[src/rtl/bist_pkg.sv]
`timescale 1ns/1ps
`default_nettype none
// ============================================================================
//  Module      : bist_pkg
//  Description : Shared definitions for the BIST sender/receiver pair:
//                pattern-mode enum, LFSR tap constants, LFSR step function
//                and the LFSR-state-to-link-width expansion function.
//  Revision    : 1.0 - initial release
// ============================================================================
package bist_pkg;

    typedef enum logic [1:0] {
        MODE_LFSR    = 2'd0,
        MODE_WALK    = 2'd1,
        MODE_CHECKER = 2'd2,
        MODE_ALT     = 2'd3
    } bist_mode_e;

    localparam int          c_LFSR_W       = 32;
    // Taps 32, 22, 2, 1 expressed as bit positions 31, 21, 1, 0.
    localparam logic [31:0] c_LFSR_TAPS    = 32'h8020_0003;
    // Upper bound on link width handled by expand_pattern.
    localparam int          c_MAX_CHANNELS = 1024;

    // Fibonacci step: shift left, feedback is the XOR of the tapped bits.
    function automatic logic [c_LFSR_W-1:0] lfsr_next(input logic [c_LFSR_W-1:0] state);
        return {state[c_LFSR_W-2:0], ^(state & c_LFSR_TAPS)};
    endfunction

    // Replicate the 32-bit state from bit 0 upward; bits at or above
    // `width` are zero so callers can simply truncate the result.
    function automatic logic [c_MAX_CHANNELS-1:0] expand_pattern(
        input logic [c_LFSR_W-1:0] state,
        input int                  width
    );
        logic [c_MAX_CHANNELS-1:0] v_out;
        v_out = '0;
        for (int i = 0; i < c_MAX_CHANNELS; i++) begin
            if (i < width) begin
                v_out[i] = state[5'(i)];
            end
        end
        return v_out;
    endfunction

endpackage
`default_nettype wire

[src/rtl/bist_pattern_gen.sv]
`timescale 1ns/1ps
`default_nettype none
// ============================================================================
//  Module      : bist_pattern_gen
//  Description : Expected-pattern generator shared by BIST sender and
//                receiver. Holds the LFSR, case parity and walking index and
//                muxes them by pattern mode.
//  Ports       : clk, reset (async, active-high)
//                load     - restart at case 0 (LFSR <= SEED)
//                advance  - step to the next case
//                mode     - pattern mode
//                pattern  - expected word for the current case
//  Revision    : 1.0 - initial release
// ============================================================================
module bist_pattern_gen
    import bist_pkg::*;
#(
    parameter int          TEST_CHANNELS = 70,
    parameter logic [31:0] SEED          = 32'hdeadbeef
) (
    input  logic                     clk,
    input  logic                     reset,
    input  logic                     load,
    input  logic                     advance,
    input  bist_mode_e               mode,
    output logic [TEST_CHANNELS-1:0] pattern
);

    localparam int c_WALK_W = (TEST_CHANNELS > 1) ? $clog2(TEST_CHANNELS) : 1;

    logic [31:0]             r_lfsr;
    logic                    r_odd;
    logic [c_WALK_W-1:0]     r_walk;

    logic [TEST_CHANNELS-1:0] w_lfsr;
    logic [TEST_CHANNELS-1:0] w_walk;
    logic [TEST_CHANNELS-1:0] w_checker;
    logic [TEST_CHANNELS-1:0] w_alt;

    always_ff @(posedge clk or posedge reset) begin
        if (reset) begin
            r_lfsr <= SEED;
            r_odd  <= 1'b0;
            r_walk <= '0;
        end else if (load) begin
            r_lfsr <= SEED;
            r_odd  <= 1'b0;
            r_walk <= '0;
        end else if (advance) begin
            r_lfsr <= lfsr_next(r_lfsr);
            r_odd  <= ~r_odd;
            r_walk <= (r_walk == c_WALK_W'(TEST_CHANNELS - 1)) ? '0 : r_walk + c_WALK_W'(1);
        end
    end

    assign w_lfsr = TEST_CHANNELS'(expand_pattern(r_lfsr, TEST_CHANNELS));
    assign w_alt  = {TEST_CHANNELS{~r_odd}};

    always_comb begin
        w_walk         = '0;
        w_walk[r_walk] = 1'b1;
    end

    // Even cases put ones on odd channels; odd cases invert.
    for (genvar i = 0; i < TEST_CHANNELS; i++) begin : g_checker
        assign w_checker[i] = r_odd ^ ((i % 2) == 1);
    end

    always_comb begin
        pattern = w_lfsr;
        case (mode)
            MODE_LFSR:    pattern = w_lfsr;
            MODE_WALK:    pattern = w_walk;
            MODE_CHECKER: pattern = w_checker;
            MODE_ALT:     pattern = w_alt;
            default:      pattern = w_lfsr;
        endcase
    end

endmodule
`default_nettype wire

[src/rtl/bist_diag_receiver.sv]
`timescale 1ns/1ps
`default_nettype none
// ============================================================================
//  Module      : bist_diag_receiver
//  Description : Far-end BIST checker. Regenerates the expected pattern
//                stream, waits a programmable alignment latency, compares
//                TEST_CASES words and records per-channel stuck-high/low
//                flags plus a saturating count of failing cases.
//  Ports       : clk, reset (async, active-high)
//                start, mode, latency    - run control, sampled in IDLE
//                input_channels          - received link data
//                busy, done              - run status
//                failed, err_hi, err_lo  - diagnosis results
//                err_count               - failing-case count (saturating)
//  Revision    : 1.0 - initial release
// ============================================================================
module bist_diag_receiver
    import bist_pkg::*;
#(
    parameter int          TEST_CHANNELS = 70,
    parameter logic [31:0] SEED          = 32'hdeadbeef,
    parameter int          TEST_CASES    = 1000,
    parameter int          MAX_LATENCY   = 7,
    parameter int          ERR_CNT_W     = 16
) (
    input  logic                               clk,
    input  logic                               reset,
    input  logic                               start,
    input  logic [1:0]                         mode,
    input  logic [$clog2(MAX_LATENCY+1)-1:0]   latency,
    input  logic [TEST_CHANNELS-1:0]           input_channels,
    output logic                               busy,
    output logic                               done,
    output logic                               failed,
    output logic [TEST_CHANNELS-1:0]           err_hi,
    output logic [TEST_CHANNELS-1:0]           err_lo,
    output logic [ERR_CNT_W-1:0]               err_count
);

    localparam int c_LAT_W  = $clog2(MAX_LATENCY + 1);
    localparam int c_CASE_W = $clog2(TEST_CASES + 1);

    typedef enum logic [1:0] {
        ST_IDLE  = 2'd0,
        ST_ALIGN = 2'd1,
        ST_RUN   = 2'd2
    } state_e;

    state_e                   r_state;
    state_e                   w_next_state;
    logic [c_LAT_W-1:0]       r_align;
    logic [c_CASE_W-1:0]      r_case;
    bist_mode_e               r_mode;
    logic                     r_done;
    logic [TEST_CHANNELS-1:0] r_err_hi;
    logic [TEST_CHANNELS-1:0] r_err_lo;
    logic [ERR_CNT_W-1:0]     r_err_count;

    logic                     w_accept;
    logic                     w_compare;
    logic                     w_last;
    logic                     w_mismatch;
    logic [TEST_CHANNELS-1:0] w_expected;

    bist_pattern_gen #(
        .TEST_CHANNELS (TEST_CHANNELS),
        .SEED          (SEED)
    ) u_pattern_gen (
        .clk     (clk),
        .reset   (reset),
        .load    (w_accept),
        .advance (w_compare),
        .mode    (r_mode),
        .pattern (w_expected)
    );

    always_ff @(posedge clk or posedge reset) begin
        if (reset) begin
            r_state <= ST_IDLE;
        end else begin
            r_state <= w_next_state;
        end
    end

    always_comb begin
        w_next_state = r_state;
        w_accept     = 1'b0;
        w_compare    = 1'b0;
        w_last       = 1'b0;
        case (r_state)
            ST_IDLE: begin
                if (start) begin
                    w_accept     = 1'b1;
                    w_next_state = (latency == '0) ? ST_RUN : ST_ALIGN;
                end
            end
            ST_ALIGN: begin
                if (r_align == '0) begin
                    w_next_state = ST_RUN;
                end
            end
            ST_RUN: begin
                w_compare = 1'b1;
                if (r_case == c_CASE_W'(TEST_CASES - 1)) begin
                    w_last       = 1'b1;
                    w_next_state = ST_IDLE;
                end
            end
            default: w_next_state = ST_IDLE;
        endcase
    end

    assign w_mismatch = (input_channels != w_expected);

    always_ff @(posedge clk or posedge reset) begin
        if (reset) begin
            r_align     <= '0;
            r_case      <= '0;
            r_mode      <= MODE_LFSR;
            r_done      <= 1'b0;
            r_err_hi    <= '0;
            r_err_lo    <= '0;
            r_err_count <= '0;
        end else begin
            r_done <= w_last;
            if (w_accept) begin
                r_mode      <= bist_mode_e'(mode);
                // ALIGN spans `latency` cycles, so count down from latency-1.
                r_align     <= latency - c_LAT_W'(1);
                r_case      <= '0;
                r_err_hi    <= '0;
                r_err_lo    <= '0;
                r_err_count <= '0;
            end
            if (r_state == ST_ALIGN && r_align != '0) begin
                r_align <= r_align - c_LAT_W'(1);
            end
            if (w_compare) begin
                r_case   <= r_case + c_CASE_W'(1);
                r_err_hi <= r_err_hi | (input_channels & ~w_expected);
                r_err_lo <= r_err_lo | (~input_channels & w_expected);
                if (w_mismatch && r_err_count != '1) begin
                    r_err_count <= r_err_count + ERR_CNT_W'(1);
                end
            end
        end
    end

    assign busy      = (r_state != ST_IDLE);
    assign done      = r_done;
    assign failed    = |{r_err_hi, r_err_lo};
    assign err_hi    = r_err_hi;
    assign err_lo    = r_err_lo;
    assign err_count = r_err_count;

endmodule
`default_nettype wire

[config.mk]
export PLATFORM = sky130hd
export DESIGN_NAME = bist_diag_receiver
export DESIGN_NICKNAME = d
export VERILOG_FILES = /design/src/rtl/bist_pkg.sv /design/src/rtl/bist_pattern_gen.sv /design/src/rtl/bist_diag_receiver.sv
export SDC_FILE = /design/constraint.sdc
export NUM_CORES = 1
export LEC_CHECK = 0
export ABC_AREA = 1
export BUFFER_PORTS_ARGS = -buffer_cell sky130_fd_sc_hd__buf_2
export CAP_MARGIN = 30
export CORE_ASPECT_RATIO = 0.75
export CORE_MARGIN = 4
export CORE_UTILIZATION = 30
export CTS_CLUSTER_SIZE = 8
export DETAILED_ROUTE_END_ITERATION = 16
export GPL_TIMING_DRIVEN = 0
export PLACE_DENSITY = 0.53
export SYNTH_ARGS = -nofsm -noshare
export SYNTH_HDL_FRONTEND = slang
export SYNTH_HIERARCHICAL = 1
export SYNTH_SLANG_ARGS = --single-unit
[constraint.sdc]
create_clock -name clk -period 5.9 [get_ports clk]
set_input_delay 0.59 -clock clk [delete_from_list [all_inputs] [get_ports clk]]
set_output_delay 0.59 -clock clk [all_outputs]
set_load 0.01 [all_outputs]
Word level (Yosys, flattened, before mapping)
Cells that the tools add are included.
- input bits: 78
- bits in registers: 214
- output and inout bits: 159
- logic and storage cells: 81
- eq/ne operators: 12
- add/subtract/negate cells: 5
- muxes and demuxes: 30
- magnitude comparators: 2
- reductions and logical operators: 14
- bitwise gates (word level): 7
- operators with widths (operator ; count):
    case mux 70 bit (4 select lines) ; 1
    two-way mux 70 bit ; 3
    bitwise AND 70 bit ; 2
    inverter 70 bit ; 2
    bitwise OR 70 bit ; 2
    OR reduction 140 bit ; 1
    inequality test 70 bit ; 1
    two-way mux 32 bit ; 2
    two-way mux 16 bit ; 3
    XOR reduction 32 bit ; 1
    two-way mux 7 bit ; 3
    two-way mux 10 bit ; 2
    adder 16 x 1 -> 16 bit (second input constant) ; 1
    inequality test 16 bit (second input constant) ; 1
    adder 10 x 1 -> 10 bit (second input constant) ; 1
    equality test 10 bit (second input constant) ; 1
    less-than comparator 7 x 8 -> 1 bit (second input constant) ; 1
    two-way mux 1 bit ; 8
    two-way mux 2 bit ; 4
    adder 7 x 1 -> 7 bit (second input constant) ; 1
    demux 1 bit (select 7 bit) ; 1
    equality test 7 bit (second input constant) ; 1
    >= comparator 7 x 1 -> 1 bit (second input constant) ; 1
    equality test 2 bit (second input constant) ; 3
    12 further kinds ; 23

Logic depth before layout (Yosys ltp)
Gate-level depths: netlist of the first run.
- word-level depth: 9
- mapped depth: 19
- depth with buffers taken out: 18

Modules after synthesis
The synthesis of the first run kept the hierarchy.
- modules (own cells, without submodules) (module ; instances ; sequential area each (µm²) ; cells each ; area each (µm²)):
    bist_diag_receiver ; 1 ; 4354.2 ; 1221 ; 10143.5
    bist_pattern_gen ; 1 ; 1031.0 ; 345 ; 2477.4

Least setup slack after synthesis of the first run
OpenSTA, ideal clock, no wires.
- path kind: reg-to-reg
- start: reg r_mode[0]
- end: reg r_err_count[6] (netlist: err_count[6])
- cell stages (with the launch flop): 19
- slack: 3474 ps
- data required time: 5781 ps
- arrival time: 2307 ps
- setup time: 119 ps
- cells stage by stage: dfrtp_1 inv_1 nor2_2 inv_1 nor2_1 inv_1 o21ai_0 ha_1 nand2_1 nor2_1 nand2_1 nor2_1 nand2_1 nor2_1 nand2_1 clkbuf_1 nand3_1 nand2_1 nor2_1
- cells in the longest elaborated chain, start to end: 6
- ends and longest elaborated chain (element ; line ; RTL):
    from (decl) ; bist_diag_receiver.sv:53 ; bist_mode_e r_mode;
    from (signal assigned) ; bist_diag_receiver.sv:127 ; r_mode <= bist_mode_e'(mode);
    equality test 2 bit (tied with other cells) ; bist_pattern_gen.sv:71 ; case (mode)
    case mux 70 bit (4 select lines) (*) ; bist_pattern_gen.sv:71 ;
    net w_expected[12] ; bist_diag_receiver.sv:63 ; logic [TEST_CHANNELS-1:0] w_expected;
    inequality test 70 bit (*) ; bist_diag_receiver.sv:113 ; assign w_mismatch = (input_channels != w_expected);
    logical AND 1 bit (*) ; bist_diag_receiver.sv:142 ; if (w_mismatch && r_err_count != '1) begin
    two-way mux 16 bit (*) ; bist_diag_receiver.sv:142 ;
    two-way mux 16 bit (*) ; bist_diag_receiver.sv:138 ; if (w_compare) begin
    to (signal assigned) ; bist_diag_receiver.sv:143 ; r_err_count <= r_err_count + ERR_CNT_W'(1);
    to (decl) ; bist_diag_receiver.sv:57 ; logic [ERR_CNT_W-1:0] r_err_count;
Mark *: on every way through the listed nets, which the timed path passes. The rest lies on a longest branch.
A chain may end at the register's enable or synchronous reset.

Worst setup path after layout of the first run
Same ends and word-level chain as after synthesis.

==> results of run 1 <==
report_power, final:
part	internal (µW)	switching [µW]	total (µW)
Sequential	2060	432	2490
Combinational	1320	2640	3960
Clock	974	660	1630
metrics by stage:
stage | power (µW) | cell area (µm²) | TNS (ps)
global route | 8740 | 15400 | 0
CTS | 8130 | 15400 | 0
finish | 8080 | 15400 | 0
detailed placement | 6450 | 14500 | 0
floorplan | 4750 | 12600 | 0
global placement | 6400 | 14500 | -334500
synth_stat cells (4+ instances only):
cell      instances
inv_1           363
nand2_1         274
dfrtp_1         190
a21oi_1         159
ha_1            145
nor2_1           85
o21ai_0          75
nand3_1          54
buf_2            35
nand4_1          31
nor4_1           25
dfstp_2          24
a22oi_1          23
clkbuf_1         11
nor2_2            9
o22ai_1           9
xor2_1            7
nor3_1            5
o21ai_1           5
inv_2             4
xnor2_1           4
critical path: stages, from the launching register on:
cell and delay (ps):
dfrtp_1 450, inv_1 80, nor2_2 410, nand4_1 560
o21ai_0 690, ha_1 210, nand2_1 50, nor2_1 230
nand2_1 150, nor2_1 100, nand2_1 120, nor2_1 120
nand2_1 170, clkbuf_1 290, a21oi_1 220, nor2_1 60
cell families after synthesis:
group | synth area share, %
AOI/OAI and AO/OA | 12.0
xor gates and xnor gates | 0.763
adders and majority gates | 14.4
buffers and inverters | 13.0
DFF | 42.7
muxes | 0.0793
and+or+nand+nor | 17.1
area by class of cell:
class	instances	area, µm²	area share, %
Multi-Input combinational cell	933	5600	36.3
Sequential cell	214	5390	34.9
Inverter	369	1390	9.03
Timing Repair Buffer	237	1210	7.84
Clock buffer	56	870	5.64
Tap cell	561	702	4.55
Buffer	50	254	1.65
Antenna cell	5	12.5	0.0811
worst max-delay path by stage:
| stage | cells after the start | to | slack, ps |
|---|---|---|---|
| global placement | 2 | err_hi[13]$_DFFE_PP0P_ | -1940 |
| floorplan | 1 | done$_DFF_PP0_ | 590 |
| global route | 15 | err_count[6]$_DFF_PP0_ | 1650 |
| finish | 15 | err_count[6]$_DFF_PP0_ | 1850 |
| CTS | 15 | err_count[6]$_DFF_PP0_ | 2000 |
| detailed placement | 15 | err_count[6]$_DFF_PP0_ | 2020 |
routing by layer:
| layer | share of wire, % | GRT usage, % | wire length, µm | vias to the layer above |
|---|---|---|---|---|
| li1 | - | - | - | 5481 |
| met1 | 46 | 25.8 | 19900 | 5292 |
| met2 | 43 | 28.6 | 18700 | 330 |
| met3 | 7.3 | 5.00 | 3170 | 90 |
| met4 | 4.0 | 6.73 | 1720 | 10 |
| met5 | 0.14 | 0 | 62 | - |
registers in the layout, indices dropped and copies added, names as in the netlist:
| name | cells |
|---|---|
| err_lo | 70 |
| r_state | 2 |
| err_hi | 70 |
| err_count | 16 |
| r_mode | 2 |
| u_pattern_gen/r_walk | 7 |
| r_case | 10 |
| u_pattern_gen/r_lfsr | 32 |
| u_pattern_gen/r_odd | 1 |
| done | 1 |
| r_align | 3 |
==> impl_metrics.toml, run 1 <==
[status]
status = "completed"

[cts]
cts.reportedPaths.clkPinSlew_ps = 50
gates_resized_cts_repair = 0
cts_max_level = 1
cts_hold_buf = 0
numCtsBuffers = 30
clock_path_buffers = 3
clock_latency_of_the_later_clocked_register_in_the_worst_skew_pair_ps = 550
tritoncts_num_sinks = 214
cts_post_setup_buffers_inserted = 0
root_buffer = "clkbuf_16"
tritoncts_clock_tree = "yes"

[placement]
dp_wirelength_um = 34600
io_buffers = 236
routabilityCongestion = 0.913
dpl.cell_count = 2364
dpl_worst_slack_ps = 2020

[logic_synthesis]
yosys_most_used_dff = "dfrtp_1"
netlist_instances = 1566
post-synth-top-area-fraction_pct = 37.7
synth_enable_flop_cells = 0
syn-num-nets = 1789
yosysWarningCount = 6
synthDominantAreaCellType = "dfrtp_1"
yosys_register_bits = 214
async_set_or_reset_register_ratio_after_synthesis_pct = 100
synth.top_cells.by_area = "dfrtp_1, ha_1, inv_1"
synth.avg_cell_area_um2 = 8.06
netlist-cell-type-count = 40
synthesis.area_um2 = 12600
yosysSeqAreaShare_pct = 42.7

[timing]
post-route-min-period_ps = 4050
final_ws_setup_ps = 1850
fin_worst_skew_ps = 10.0
setup_viol = 0
timing.final.crit_share_pct = 68.6
number_of_pins_exceeding_their_max_slew_limit_in_the_final_report = 0
fmax_mhz = 247
relSlewSlack_pct = 42.3
rsz0062_at_grt = "false"
tightestPinTransition_ps = 865
finalHoldViolCount = 0
hold_slack_ps = 118

[job]
max_cap_violations = 0

[power_and_ir_drop]
irDropWorstVdd_uv = 243
pleak_uw = 0.00819
pwr_density_cell_nw_per_um2 = 524

[routing]
drt_pass1_iterations = 5
totalWireLength_um = 43500
routedWlPerCell_um = 17.9
route.antenna.remaining_nets = 0
num_vias = 11200
drc = 0
dr.first_iter.drc_count = 741
viasPerCell = 4.62

[final_layout]
final.fill_count = 4375
syn2layout_area_growth_pct = 22.2
final_common_cell = "inv_1"
final_cell_count_no_fill = 2425
post_route_cells_drive_above_1_share_pct = 19.2
layout_common_cells = "inv_1, nand2_1, buf_2"
final_nets = 2058
post-route-util_pct = 37.5

[die]
die_height_um = 186
dieArea_um2 = 45400
core_region_area_um2 = 41200
pin_count = 237
initial_utilization_pct = 30.7
die_w_um = 245
row_count = 64

[setup_path]
rrSetupSlack_ps = 1850
crit_start = "r_mode[0]$_DFFE_PP0P_"
r2r_end = "err_count[6]$_DFF_PP0_"
worst_setup_start_kind = "register"
cp_max_fo = 10
required_time_of_the_worst_setup_path_ps = 6340
timing.rr.start = "r_mode[0]$_DFFE_PP0P_"
ff2ff_path_depth = 15
setup.worst_path.end_class = "register"
critical_path_arrival_ps = 4480
crit_type = "register to register"

[grt]
track_usage_pct = 18.7
first_global_vias = 11100
antenna_found_initial = 11
grt_overflow = 0
grt_pass1_wl_um = 66000
grt_max_degree = 98

[min_path]
hold_path.class = "primary input to asynchronous set/reset pin"
Power figures use the tool's default switching activity.
==> run 2, diff against run 1 <==
clock period = 3.8 ns   (was 5.9 ns; I/O delays follow)
==> run 2 against run 1 <==
Compared with the run above:
- via count rose by 0.48%
- register-to-register slack worse by 1600 ps
- largest power group unchanged
- critical path depth increased by 3
- clock skew is 0.52 ps higher
- critical path type unchanged
- worst setup slack got worse by 1600 ps
==> impl_metrics.toml, run 2 (synthesized netlist as in run 1, its figures left out) <==
[timing]
number_of_pins_exceeding_their_max_slew_limit_in_the_final_report = 0
fin_worst_skew_ps = 10.5
post-route-min-period_ps = 3550
tightestPinTransition_ps = 907
rsz0062_at_grt = "false"
fmax_mhz = 281
hold_slack_ps = 34.9
setup_viol = 0
timing.final.crit_share_pct = 93.5
finalHoldViolCount = 0
relSlewSlack_pct = 39.4

[setup_path]
setup.worst_path.end_class = "register"
timing.rr.start = "r_mode[0]$_DFFE_PP0P_"
ff2ff_path_depth = 18
rrSetupSlack_ps = 250
required_time_of_the_worst_setup_path_ps = 4240
crit_type = "register to register"
worst_setup_start_kind = "register"
cp_max_fo = 10
r2r_end = "err_count[6]$_DFF_PP0_"
critical_path_arrival_ps = 3990

[placement]
dpl.cell_count = 2367
dp_wirelength_um = 34900
io_buffers = 236
routabilityCongestion = 0.903

[routing]
route.antenna.remaining_nets = 0
dr.first_iter.drc_count = 911
viasPerCell = 4.64
num_vias = 11300
totalWireLength_um = 44000
drt_pass1_iterations = 6
met2_length_um = 19500
drc = 0
detail_route.wirelength.met1_um = 20200
top_layer = "met5"
routed-wl-met3_um = 3130
routedWlPerCell_um = 18.1

[die]
die_w_um = 245
initial_utilization_pct = 30.7
core_region_area_um2 = 41200
row_count = 64
dieArea_um2 = 45400
pin_count = 237
die_height_um = 186

[cts]
numCtsBuffers = 30
tritoncts_num_sinks = 214
cts_hold_buf = 0
clock_path_buffers = 3
cts.reportedPaths.clkPinSlew_ps = 50
cts_max_level = 1
tritoncts_clock_tree = "yes"
clock_latency_of_the_later_clocked_register_in_the_worst_skew_pair_ps = 550
root_buffer = "clkbuf_16"

[final_layout]
final.fill_count = 4366
layout_common_cells = "inv_1, nand2_1, buf_2"
final_cell_count_no_fill = 2425
syn2layout_area_growth_pct = 22.7
post_route_cells_drive_above_1_share_pct = 19.4
final_common_cell = "inv_1"
final_nets = 2063

[grt]
antenna_found_initial = 7
track_usage_pct = 19.0
first_global_vias = 11100
grt_overflow = 0
grt_max_degree = 41
grt_pass1_wl_um = 66900

[power_and_ir_drop]
power.share.clock_pct = 20.2
net-switching-power_uw = 5820
cell_internal_power_uw = 6750
total_power_uw = 12600
pwr-share-seq_pct = 30.9
pwr_density_cell_nw_per_um2 = 812
combinationalPowerShare_pct = 48.9
p_sw_share_pct = 46.3
irDropWorstVdd_uv = 431
pleak_uw = 0.00822

[job]
max_cap_violations = 0

[min_path]
hold_path.class = "primary input to asynchronous set/reset pin"

[status]
status = "completed"
run 2: worst max path at each step:
| stage | slack (ps) | to | cells past startpoint | start |
|---|---|---|---|---|
| 2_1_floorplan | 1200 | done$_DFF_PP0_ | 1 | reset |
| 3_3_place_gp | -180 | err_hi[16]$_DFFE_PP0P_ | 2 | reset |
| 3_5_place_dp | -120 | err_count[8]$_DFF_PP0_ | 16 | r_mode[0]$_DFFE_PP0P_ |
| 4_1_cts | 40 | err_count[6]$_DFF_PP0_ | 15 | r_mode[0]$_DFFE_PP0P_ |
| 5_1_grt | 20 | err_count[8]$_DFF_PP0_ | 16 | r_mode[1]$_DFFE_PP0P_ |
| 6_report | 250 | err_count[6]$_DFF_PP0_ | 18 | r_mode[0]$_DFFE_PP0P_ |
run 2: power groups by stage:
| stage | combinational, µW | sequential (µW) | clock (µW) |
|---|---|---|---|
| after floorplan | 3360 | 4010 | 0 |
| after global placement | 6060 | 3890 | 0 |
| after detailed placement | 6110 | 3910 | 0 |
| after CTS | 6150 | 3880 | 2600 |
| after global routing | 6880 | 4000 | 2710 |
| final | 6150 | 3890 | 2540 |
run 2: per-layer routing:
layer	vias to the layer above	track usage, %
li1	5486	-
met1	5377	26.3
met2	313	30.4
met5	-	0
met3	69	4.61
met4	12	3.92
run 2: area by class of cell:
cell class | count | area, µm² | share of cell area (%)
antenna | 1 | 2.50 | 0.0162
buffer | 50 | 254 | 1.64
clock buffer | 55 | 866 | 5.59
inverter | 369 | 1390 | 8.97
multi-input combinational | 933 | 5610 | 36.2
sequential | 214 | 5390 | 34.8
tap | 561 | 702 | 4.53
timing repair buffer | 242 | 1280 | 8.24
run 2: timing repair:
| item | in CTS | in global routing |
|---|---|---|
| resized for setup | 1 | 5 |
| setup endpoints to repair | 9 | 16 |
| cloned | 0 | 0 |
| buffers inserted | 0 | 2 |
| pin swaps | 0 | 1 |
run 2: through the flow:
stage | instance area, µm² | setup WS, ps | utilization (%) | TNS [ps]
3_5_place_dp | 14600 | -115 | 35.4 | -683
3_3_place_gp | 14500 | -181 | 35.2 | -28300
2_1_floorplan | 12600 | 1200 | - | 0
4_1_cts | 15500 | 44.9 | 37.5 | 0
6_report | 15500 | 247 | 37.6 | 0
5_1_grt | 15500 | 20.2 | 37.6 | 0
run 2: critical path, stage by stage, from the launching register on:
cell,delay (ps)
dfrtp_1,480
inv_1,110
nor2_4,270
inv_1,170
nor2_1,170
inv_1,180
o21ai_0,430
ha_1,320
nand2_1,90
nor2_1,50
nand2_1,70
nor2_1,40
nand2_1,130
nor2_1,80
nand2_1,180
clkbuf_1,410
nand3_1,120
nand2_1,80
nor2_1,40
==> run 3, diff against run 2 <==
ABC_AREA = not set   (was 1)
PLACE_DENSITY = 0.54   (was 0.53)
==> run 3 against run 2 <==
Compared with the run above:
- sequential power increased by 10%
- via count decreased by 0.25%
- clock skew decreased by 2.1 ps
- clock power decreased by 3%
- worst setup slack got worse by 210 ps
- die area decreased by 3.2%
- combinational power increased by 9.4%
- total power increased by 7.3%
- non-clock buffer count increased by 24
- global-route usage increased by 1.9 points
- critical path type unchanged
- critical endpoint is now err_count[5]$_DFF_PP0_
- largest power group unchanged
==> impl_metrics.toml, run 3 <==
[status]
status = "completed"

[logic_synthesis]
xor_and_xnor_area_share_after_synthesis_pct = 0.472
main_combinational_cell_family_by_area_after_synthesis = "simple AND/OR/NAND/NOR gates"
synth_most_common_cell = "dfrtp_1"
synth.top_cells.by_area = "dfrtp_1, ha_1, a21oi_1"
yosys_most_used_dff = "dfrtp_1"
yosysWarningCount = 6
synth-simple-area-share_pct = 16.9
netlist-cell-type-count = 69
netlist_instances = 1322
syn-num-nets = 1545
synth_commonest_cells = "dfrtp_1, nor2_1, a21oi_1, inv_1, ha_1"
synth.avg_cell_area_um2 = 9.23
compound_gate_portion_of_the_synthesized_area_pct = 15.5
synth.area.mux_share_pct = 0.994
synth_enable_flop_cells = 0
async_set_or_reset_register_ratio_after_synthesis_pct = 100
synthDominantAreaCellType = "dfrtp_1"
synthesis.area_um2 = 12200
adder_cell_fraction_of_synth_area_pct = 14.9
post-synth-top-area-fraction_pct = 39.0
yosysSeqAreaShare_pct = 44.1
yosys_register_bits = 214

[setup_path]
worst_setup_start_kind = "register"
crit_type = "register to register"
cp_max_fo = 10
timing.critical_path.cells = "buf_4, xor2_2, nand2_1, clkbuf_2, o211ai_1, buf_4, ha_1, nand4_1, nor4_2, nand3_1, nor2_4, buf_4, nor2_1, a221o_2"
slowest_library_cell_on_the_worst_path = "dfrtp_1"
required_time_of_the_worst_setup_path_ps = 4240
setup.worst_path.end_class = "register"
critPathMaxStageDelay_ps = 440
crit_path_frequent_cell = "buf_4"
critical_path_arrival_ps = 4200

[final_layout]
post_route_cells_drive_above_1_share_pct = 23.0
final.fill_count = 4120
multiInputGateArea_um2 = 6040
final_common_cell = "buf_2"
final_nets = 1825
layout_common_cells = "buf_2, dfrtp_1, nor2_1"
syn2layout_area_growth_pct = 24.0
post-route-util_pct = 37.9
seq_area_um2 = 5390

[power_and_ir_drop]
pwr_density_cell_nw_per_um2 = 891
cell_internal_power_uw = 7170
pleak_uw = 0.00770
irDropWorstVdd_uv = 359
pwr-share-seq_pct = 31.7
p_sw_share_pct = 46.9
power.share.clock_pct = 18.3
net-switching-power_uw = 6320
combinationalPowerShare_pct = 49.9

[timing]
post-route-min-period_ps = 3760
hold_slack_ps = 42.7
timing.final.crit_share_pct = 99.1
relSlewSlack_pct = 30.5
fmax_mhz = 266
tightestPinTransition_ps = 1030
setup_viol = 0
fin_worst_skew_ps = 8.38
finalHoldViolCount = 0
number_of_pins_exceeding_their_max_slew_limit_in_the_final_report = 0

[cts]
clock_path_buffers = 3
numCtsBuffers = 30
tritoncts_num_sinks = 214
cts_max_level = 1
cts.reportedPaths.clkPinSlew_ps = 50
root_buffer = "clkbuf_16"
clock_latency_of_the_later_clocked_register_in_the_worst_skew_pair_ps = 550
tritoncts_clock_tree = "yes"

[placement]
io_buffers = 236
routabilityCongestion = 0.943
dp_wirelength_um = 37000

[grt]
antenna_found_initial = 4
grt_overflow = 0
track_usage_pct = 20.8
first_global_vias = 10700
grt_pass1_wl_um = 69500
grt_max_degree = 41

[die]
die_w_um = 241
core_region_area_um2 = 39900
row_count = 63
initial_utilization_pct = 30.6
dieArea_um2 = 44000
pin_count = 237
die_height_um = 183

[routing]
num_vias = 11200
drt_pass1_iterations = 5
drc = 0
viasPerCell = 5.25
routedWlPerCell_um = 22.1
totalWireLength_um = 47200
dr.first_iter.drc_count = 991
route.antenna.remaining_nets = 0

[job]
max_cap_violations = 0

[min_path]
hold_path.class = "primary input to register"
## run 3: through the flow
step	instance area (µm²)	power, µW	setup WS [ps]	TNS, ps	instances
2_1_floorplan	12200	7740	889	0	1322
4_1_cts	15000	13400	4.37	0	2134
5_1_grt	15100	14400	-5.34	-6.75	2137
6_report	15100	13500	35.9	0	2137
3_3_place_gp	14000	10700	-597	-49670	2078
3_5_place_dp	14100	10800	-548	-7700	2084
## run 3: cell families after synthesis
kind of cell / after synthesis
muxes: 12
DFF: 214
buffers and inverters: 219
AOI/OAI and AO/OA: 313
adders and majority gates: 145
xor gates and xnor gates: 5
and+or+nand+nor: 414
## run 3: worst paths after layout
check                                      start                      to  slack, ps  cells past startpoint
setup / recovery           r_mode[0]$_DFFE_PP0P_  err_count[5]$_DFF_PP0_         40                     14
hold / removal                           mode[1]   r_mode[1]$_DFFE_PP0P_         40                      3
setup reg to reg           r_mode[0]$_DFFE_PP0P_  err_count[5]$_DFF_PP0_         40                     14
hold reg to reg            r_mode[1]$_DFFE_PP0P_   r_mode[1]$_DFFE_PP0P_        490                      2
max in group asynchronous                  reset  err_lo[63]$_DFFE_PP0P_       2140                      6
min in group asynchronous                  reset  err_lo[31]$_DFFE_PP0P_        490                      3
## run 3: cell type report
type | instances | area share, %
multi-input combinational | 889 | 39.9
sequential | 214 | 35.6
timing repair buffer | 250 | 8.85
clock buffer | 45 | 5.47
tap | 520 | 4.30
inverter | 151 | 3.77
buffer | 66 | 2.09
antenna | 2 | 0.0331
## run 3: repair_timing
action	4_1_cts	5_1_grt
hold endpoints to repair	23	0
setup buffers	5	2
hold buffers	1	0
endpoints found under the setup margin	16	20
gates resized for setup	21	38
pin swaps	3	5
## run 3: worst max-delay path: cells and delay by family, from the launching register on
family                   cells  cell delay [ps]
AND/OR/NAND/NOR              6             1330
XOR/XNOR                     1              220
flip-flops                   1              440
adder cells (fa/ha/maj)      1              310
buffers and inverters        4              910
AO/OA/AOI/OAI                2              430
## run 3: per-layer routing
layer	vias to the layer above	wire [µm]	track usage, %
met5	-	27	0
li1	5132	-	-
met3	87	4720	6.33
met4	4	1300	5.21
met2	453	19600	29.9
met1	5553	21500	30.5
## run 3: power by group through the flow
stage / Clock, µW / Combinational [µW] / Sequential, µW
after floorplan: 0 / 3490 / 4240
after global placement: 0 / 6420 / 4260
after detailed placement: 0 / 6510 / 4280
after CTS: 2530 / 6600 / 4260
after global routing: 2620 / 7400 / 4400
final: 2470 / 6730 / 4280
